--- src/rtl/hazard_ctrl.sv ---
// Hazard and stall controller for a 5-stage RISC-V pipeline (F/D/E/M/W).
// Produces stage stall/flush enables, E-stage forwarding selects, and
// sequences data-memory wait states with a timeout that halts the core.
// Optional feature macro: HAZARD_PERF_EN (adds saturating stall/flush
// performance counters PerfStallCnt / PerfFlushCnt of width CNT_W).
//
//  state   | meaning
//  --------+--------------------------------------------------------
//  S_IDLE  | no memory access outstanding, or zero-wait access
//  S_WAIT  | access in M waiting on MemReadyM, WaitCnt counting
//  S_FAULT | memory timeout; core halted until reset
module hazard_ctrl #(
    parameter int TIMEOUT_CYCLES = 16
`ifdef HAZARD_PERF_EN
    ,
    parameter int CNT_W = 32
`endif
) (
    input  logic       clk,
    input  logic       reset,
    input  logic [4:0] Rs1D,
    input  logic [4:0] Rs2D,
    input  logic [4:0] Rs1E,
    input  logic [4:0] Rs2E,
    input  logic [4:0] RdE,
    input  logic [4:0] RdM,
    input  logic [4:0] RdW,
    input  logic [1:0] ResultSrcE,
    input  logic       RegWriteM,
    input  logic       RegWriteW,
    input  logic       PCSrcE,
    input  logic       MemReqM,
    input  logic       MemReadyM,
    output logic       StallF,
    output logic       StallD,
    output logic       StallE,
    output logic       StallM,
    output logic       StallW,
    output logic       FlushD,
    output logic       FlushE,
    output logic [1:0] ForwardAE,
    output logic [1:0] ForwardBE,
    output logic       MemFault
`ifdef HAZARD_PERF_EN
    ,
    output logic [CNT_W-1:0] PerfStallCnt,
    output logic [CNT_W-1:0] PerfFlushCnt
`endif
);

    typedef enum logic [1:0] {
        S_IDLE  = 2'd0,
        S_WAIT  = 2'd1,
        S_FAULT = 2'd2
    } state_t;

    localparam logic [7:0] WAIT_LAST = 8'(TIMEOUT_CYCLES - 1);

    state_t     state;
    logic [7:0] wait_cnt;
    logic       lw_stall;
    logic       mem_stall;

    // Forwarding selects and stall/flush priority (memory > load-use > branch)
    always_comb begin
        ForwardAE = 2'b00;
        ForwardBE = 2'b00;
        StallF    = 1'b0;
        StallD    = 1'b0;
        StallE    = 1'b0;
        StallM    = 1'b0;
        StallW    = 1'b0;
        FlushD    = 1'b0;
        FlushE    = 1'b0;

        lw_stall  = (ResultSrcE == 2'b01) && (RdE != 5'd0) &&
                    ((RdE == Rs1D) || (RdE == Rs2D));
        mem_stall = (MemReqM && !MemReadyM && (state != S_FAULT)) ||
                    (state == S_FAULT);

        if (!reset && (state != S_FAULT)) begin
            if (RegWriteM && (RdM != 5'd0) && (RdM == Rs1E))
                ForwardAE = 2'b10;
            else if (RegWriteW && (RdW != 5'd0) && (RdW == Rs1E))
                ForwardAE = 2'b01;

            if (RegWriteM && (RdM != 5'd0) && (RdM == Rs2E))
                ForwardBE = 2'b10;
            else if (RegWriteW && (RdW != 5'd0) && (RdW == Rs2E))
                ForwardBE = 2'b01;
        end

        if (!reset) begin
            if (mem_stall) begin
                // Branch and load-use are re-evaluated once the stall releases
                StallF = 1'b1;
                StallD = 1'b1;
                StallE = 1'b1;
                StallM = 1'b1;
                StallW = 1'b1;
            end else if (lw_stall) begin
                StallF = 1'b1;
                StallD = 1'b1;
                FlushE = 1'b1;
                FlushD = PCSrcE;
            end else if (PCSrcE) begin
                FlushD = 1'b1;
                FlushE = 1'b1;
            end
        end
    end

    // Memory wait-state FSM; wait_cnt counts completed stall cycles of the access
    always_ff @(posedge clk) begin
        if (reset) begin
            state    <= S_IDLE;
            wait_cnt <= 8'd0;
            MemFault <= 1'b0;
        end else begin
            case (state)
                S_IDLE: begin
                    if (MemReqM && !MemReadyM) begin
                        state    <= S_WAIT;
                        wait_cnt <= 8'd1;
                    end else begin
                        wait_cnt <= 8'd0;
                    end
                end
                S_WAIT: begin
                    if (!MemReqM || MemReadyM) begin
                        state    <= S_IDLE;
                        wait_cnt <= 8'd0;
                    end else if (wait_cnt == WAIT_LAST) begin
                        state    <= S_FAULT;
                        MemFault <= 1'b1;
                    end else begin
                        wait_cnt <= wait_cnt + 8'd1;
                    end
                end
                S_FAULT: begin
                    MemFault <= 1'b1;
                end
                default: begin
                    state    <= S_IDLE;
                    wait_cnt <= 8'd0;
                    MemFault <= 1'b0;
                end
            endcase
        end
    end

`ifdef HAZARD_PERF_EN
    // Saturating stall/flush cycle counters, frozen once the core has faulted
    always_ff @(posedge clk) begin
        if (reset) begin
            PerfStallCnt <= '0;
            PerfFlushCnt <= '0;
        end else if (state != S_FAULT) begin
            if ((StallF || StallD || StallE || StallM || StallW) && (PerfStallCnt != '1))
                PerfStallCnt <= PerfStallCnt + 1'b1;
            if ((FlushD || FlushE) && (PerfFlushCnt != '1))
                PerfFlushCnt <= PerfFlushCnt + 1'b1;
        end
    end
`endif

endmodule

--- config.mk ---
export PLATFORM = sky130hd
export DESIGN_NAME = hazard_ctrl
export DESIGN_NICKNAME = d
export VERILOG_FILES = /design/src/rtl/hazard_ctrl.sv
export SDC_FILE = /design/constraint.sdc
export NUM_CORES = 1
export LEC_CHECK = 0
export CORE_MARGIN = 8
export CORE_UTILIZATION = 43
export CTS_CLUSTER_DIAMETER = 150
export DETAILED_ROUTE_END_ITERATION = 10
export PLACE_DENSITY = 0.86
export SYNTH_ARGS = -nofsm -noshare
export SYNTH_HDL_FRONTEND = slang
export SYNTH_SLANG_ARGS = --single-unit
--- constraint.sdc ---
create_clock -name clk -period 4.8 [get_ports clk]
set_clock_uncertainty 0.2 [all_clocks]
set_input_delay 0.96 -clock clk [delete_from_list [all_inputs] [get_ports clk]]
set_output_delay 0.96 -clock clk [all_outputs]
set_load 0.01 [all_outputs]
* Word level (Yosys, flattened, before mapping) *
Cells that the tools add are included.

storage, ports and cells
  register bits = 11
  input port bits = 44
  output and inout bits = 12
  logic and storage cells = 75

cells by class
  add/sub/neg operators = 1
  equal/unequal tests = 16
  multiplexer cells = 29
  bitwise logic cells = 2
  reduce and logical (&&, ||, !) cells = 24

operator list
  kind                                                              count
  5-bit == test                                                     6
  8-bit one-hot mux with 3 select lines                             1
  1-bit 2-to-1 mux                                                  17
  8-bit 2-to-1 mux                                                  2
  5-bit nonzero test                                                3
  2-bit 2-to-1 mux                                                  7
  1-bit logical AND                                                 11
  8-bit by 1-bit adder with 8-bit output (second input constant)    1
  8-bit by 4-bit == test with 1-bit output (second input constant)  1
  2-bit != test (second input constant)                             4
  3-bit != test (second input constant)                             2
  2-bit one-hot mux with 3 select lines                             1
  3-bit AND reduction                                               2
  2-bit by 1-bit == test with 1-bit output (second input constant)  2
  1-bit zero test                                                   3
  1-bit logical OR                                                  3
  1-bit one-hot mux with 3 select lines                             1
  2-bit == test (second input constant)                             1
  2-bit zero test                                                   1
  1-bit inverter                                                    2
  2-bit AND reduction                                               1

* Logic depth before layout (Yosys ltp) *
  word-level depth = 6
  gate-level depth with buffers = 7
  depth with buffers taken out = 7

* Worst setup path after synthesis *
No wires, ideal clock.

  kind = input -> output
  start = input port reset
  end = output port ForwardBE[0]
  arrival time = 2062 ps
  data required time = 3640 ps
  slack = 1578 ps
  stages on the path = 5
  cells stage by stage = buf_6 -> nor2_8 -> o211ai_1 -> or4_1 -> nor4_2

between the ends
  longest elaborated chain between the ends = 3

ends and longest elaborated chain
  what                line  RTL
  start: declaration  20    input logic reset,
  1-bit zero test     -
  1-bit logical AND   81    if (!reset && (state != S_FAULT)) begin
  2-bit 2-to-1 mux    81
  end: declaration    42    output logic [1:0] ForwardBE,

Every way passes these cells.

* Final worst setup path *
Same ends and word-level chain as after synthesis.

==> impl_metrics.yaml <==
die:
  start_util_pct: 44.60
  row_count: 18
  floorplan.die.height_um: 66.46
  floorplan.die_area_mm2: 0.004417
  core_mm2: 0.002455
  floorplan.io_pins: 56
  fp.dieW_um: 66.46
worst_setup_path:
  required_ns: 3.64
  crit_fanout: 8
  start_kind: "input port"
  critPathLaunch: "reset"
  cp.arrival_ns: 3.20
  path_class: "in2out"
  endpoint_kind: "primary output"
  worst_r2r_startpoint: "state[1]$_SDFFE_PP0P_"
finish:
  layout-area-overhead-vs-synth_pct: 52.00
  regArea_um2: 220.2
  filler_cell_count: 194
  num_antenna_cells: 0
  design_area_mm2: 0.001664
  multi_input_combinational_cell_area_um2: 814.5
  drive_gt1_share_pct: 6.486
  nNetsFinal: 234
global_route:
  number_of_antenna_violations_at_the_first_check_in_global_routing: 0
  globalRouteOverflowTotal: 0
  groute.usage.overall_pct: 15.31
  grt_first_pass_wirelength_um: 5388
  first_global_vias: 1161
  grt_start_max_net_pins: 10
synthesis:
  most_numerous_cell_in_the_yosys_netlist: "sky130_fd_sc_hd__xor2_1"
  number_of_storage_elements_in_the_synthesis_netlist: 11
  ys.warnings.count: 0
  synthesis.area_per_instance_um2: 8.294
  synthCells: 132
  yosysSeqAreaShare_pct: 20.11
  synth.top_cells.by_count: "24 x sky130_fd_sc_hd__xor2_1, 14 x sky130_fd_sc_hd__nor2_1, 12 x sky130_fd_sc_hd__xnor2_1"
  postSynth.asyncResetShare_pct: 0
  post_synth_top_flop: "sky130_fd_sc_hd__dfxtp_1"
  synth_top_area_share_pct: 20.11
  synth_top_cell_by_area: "sky130_fd_sc_hd__dfxtp_1"
  mapped_nets: 180
  synthDistinctLibCells: 37
  synth_enable_flop_cells: 0
  post_synth_instance_area_mm2: 0.001095
  synth_top_cells_by_area: "sky130_fd_sc_hd__dfxtp_1 20%, sky130_fd_sc_hd__xor2_1 19%, sky130_fd_sc_hd__xnor2_1 9.6%"
place:
  post_dp_cell_area_mm2: 0.001638
  place.detailed.hpwl_um: 2999
  globalplace.congestion: 0.9275
  port-buffer-count: 55
clocking:
  cts_hold_buffers: 0
  cts_sink_cnt: 11
  worstSkewPairLatency_ns: 0.27
  htree_num_levels: 1
  ctsRootBufferMaster: "sky130_fd_sc_hd__clkbuf_4"
  number_of_resized_instances_in_the_post_cts_repair_step: 0
  post-cts-setup-buffer-count: 0
  worst_setup_hold_path_clk_slew_ns: 0.06
  tritoncts: "yes"
  numCtsBuffers: 3
  clockBufferDepth: 2
timing:
  period_minus_slack_ns: 4.361
  drv_slew: 0
  rsz0062_at_grt: "false"
  final-setup-viol-count: 0
  report.final.hold_viol_count: 0
  fin_crit_sh_pct: 90.85
  timing.max_slew.rel_slack_pct: 69.17
  worst-slew-pin-transition_ns: 0.4625
  fmax_ghz: 0.2293
  fin_setup_tns_ns: 0
power:
  power.leakage_uw: 0.0006207
  power_density_mw_per_mm2: 151.7
  irDropWorstVdd_mv: 0.1306
  p_total_uw: 252.4
outcome:
  status: "finished clean"
min_path:
  worst_hold_path_type: "reg2reg"
  hold_path.startpoint: "wait_cnt[1]$_SDFFE_PP0P_"
detailed_routing:
  drt_first_pass_iters: 4
  detailedRoute.firstIterationViolations: 20
  detail_route.vias_per_cell: 5.167
  routed_vias: 1111
  drt_wl_total_um: 3448
  detail_route.drc_violations: 0
  detail_route.wl_per_cell_um: 16.04
  route.antenna.remaining_nets: 0
run:
  max_capacitance_violation_total: 0
-- sequential cells by signal (all words and copies together) (netlist names) --
register  flops
MemFault      1
state         2
wait_cnt      8
-- cells in the final DEF, fill, tap and decap left out, types with 2 or more instances in the layout --
cell type | netlist | routed
sky130_fd_sc_hd__clkdlybuf4s50_1 | 0 | 55
sky130_fd_sc_hd__xor2_1 | 24 | 24
sky130_fd_sc_hd__nor2_1 | 14 | 14
sky130_fd_sc_hd__xnor2_1 | 12 | 12
sky130_fd_sc_hd__dfxtp_1 | 11 | 11
sky130_fd_sc_hd__nand2_1 | 8 | 8
sky130_fd_sc_hd__nand3_1 | 6 | 6
sky130_fd_sc_hd__inv_1 | 4 | 4
sky130_fd_sc_hd__nor3_1 | 4 | 4
sky130_fd_sc_hd__a21oi_1 | 4 | 4
sky130_fd_sc_hd__and3_1 | 4 | 4
sky130_fd_sc_hd__ha_1 | 4 | 4
sky130_fd_sc_hd__or4_1 | 3 | 3
sky130_fd_sc_hd__clkbuf_4 | 0 | 3
sky130_fd_sc_hd__nor4_1 | 2 | 2
sky130_fd_sc_hd__o211ai_1 | 2 | 2
sky130_fd_sc_hd__nor2b_1 | 2 | 2
sky130_fd_sc_hd__o21ai_0 | 2 | 2
sky130_fd_sc_hd__a32oi_1 | 2 | 2
sky130_fd_sc_hd__nand4b_1 | 2 | 2
-- through the flow --
step	util [%]	hold slack, ns	instances	worst slack (ns)
CTS	67.79	0.3242	215	0.4328
finish	67.79	0.3154	215	0.4391
floorplan	-	0.2706	132	1.578
global placement	66.72	0.2960	211	0.4857
detailed placement	66.72	0.3085	211	0.4341
global route	67.79	0.3489	215	0.3325
-- worst paths after layout --
path | endpoint | slack (ns) | cells past startpoint
min reg2reg | wait_cnt[1]$_SDFFE_PP0P_ | 0.32 | 2
max reg2reg | wait_cnt[0]$_SDFFE_PP0P_ | 2.94 | 7
max | ForwardBE[0] | 0.44 | 6
min | wait_cnt[1]$_SDFFE_PP0P_ | 0.32 | 2
-- routing by layer --
metal	vias up	GRT usage [%]	routed length, um
li1	559	-	-
met1	504	17.41	1489
met2	40	26.06	1677
met4	0	4.533	68
met5	-	0	0
met3	8	5.537	213
-- power breakdown --
| group | internal [uW] | switching, uW | total (uW) |
|---|---|---|---|
| registers | 92.4 | 0.939 | 93.3 |
| logic | 57.8 | 37.6 | 95.4 |
| clock network | 32.2 | 31.5 | 63.7 |
-- area by class of cell --
type | count | area share, %
multi-input cells | 111 | 48.95
flip-flops and latches | 11 | 13.23
well taps | 30 | 2.256
clock buffers | 4 | 1.579
inverters | 4 | 0.9023
repair buffers | 55 | 33.08
-- cell families after synthesis --
family | Yosys count | share of synthesized area (%)
AND/OR/NAND/NOR | 53 | 28.91
XOR/XNOR | 36 | 28.80
AO/OA/AOI/OAI | 17 | 11.20
flip-flops | 11 | 20.11
buffers and inverters | 10 | 5.485
adder cells (fa/ha/maj) | 4 | 4.572
multiplexers | 1 | 0.9143
-- worst max-delay path, stage by stage --
cell	delay (ns)
sky130_fd_sc_hd__clkdlybuf4s50_1	0.61
sky130_fd_sc_hd__nor2_8	0.21
sky130_fd_sc_hd__o211ai_1	0.11
sky130_fd_sc_hd__or4_1	0.57
sky130_fd_sc_hd__nor4_2	0.16
sky130_fd_sc_hd__clkdlybuf4s50_1	0.58
Note: power is estimated with default switching activity, not from simulation.
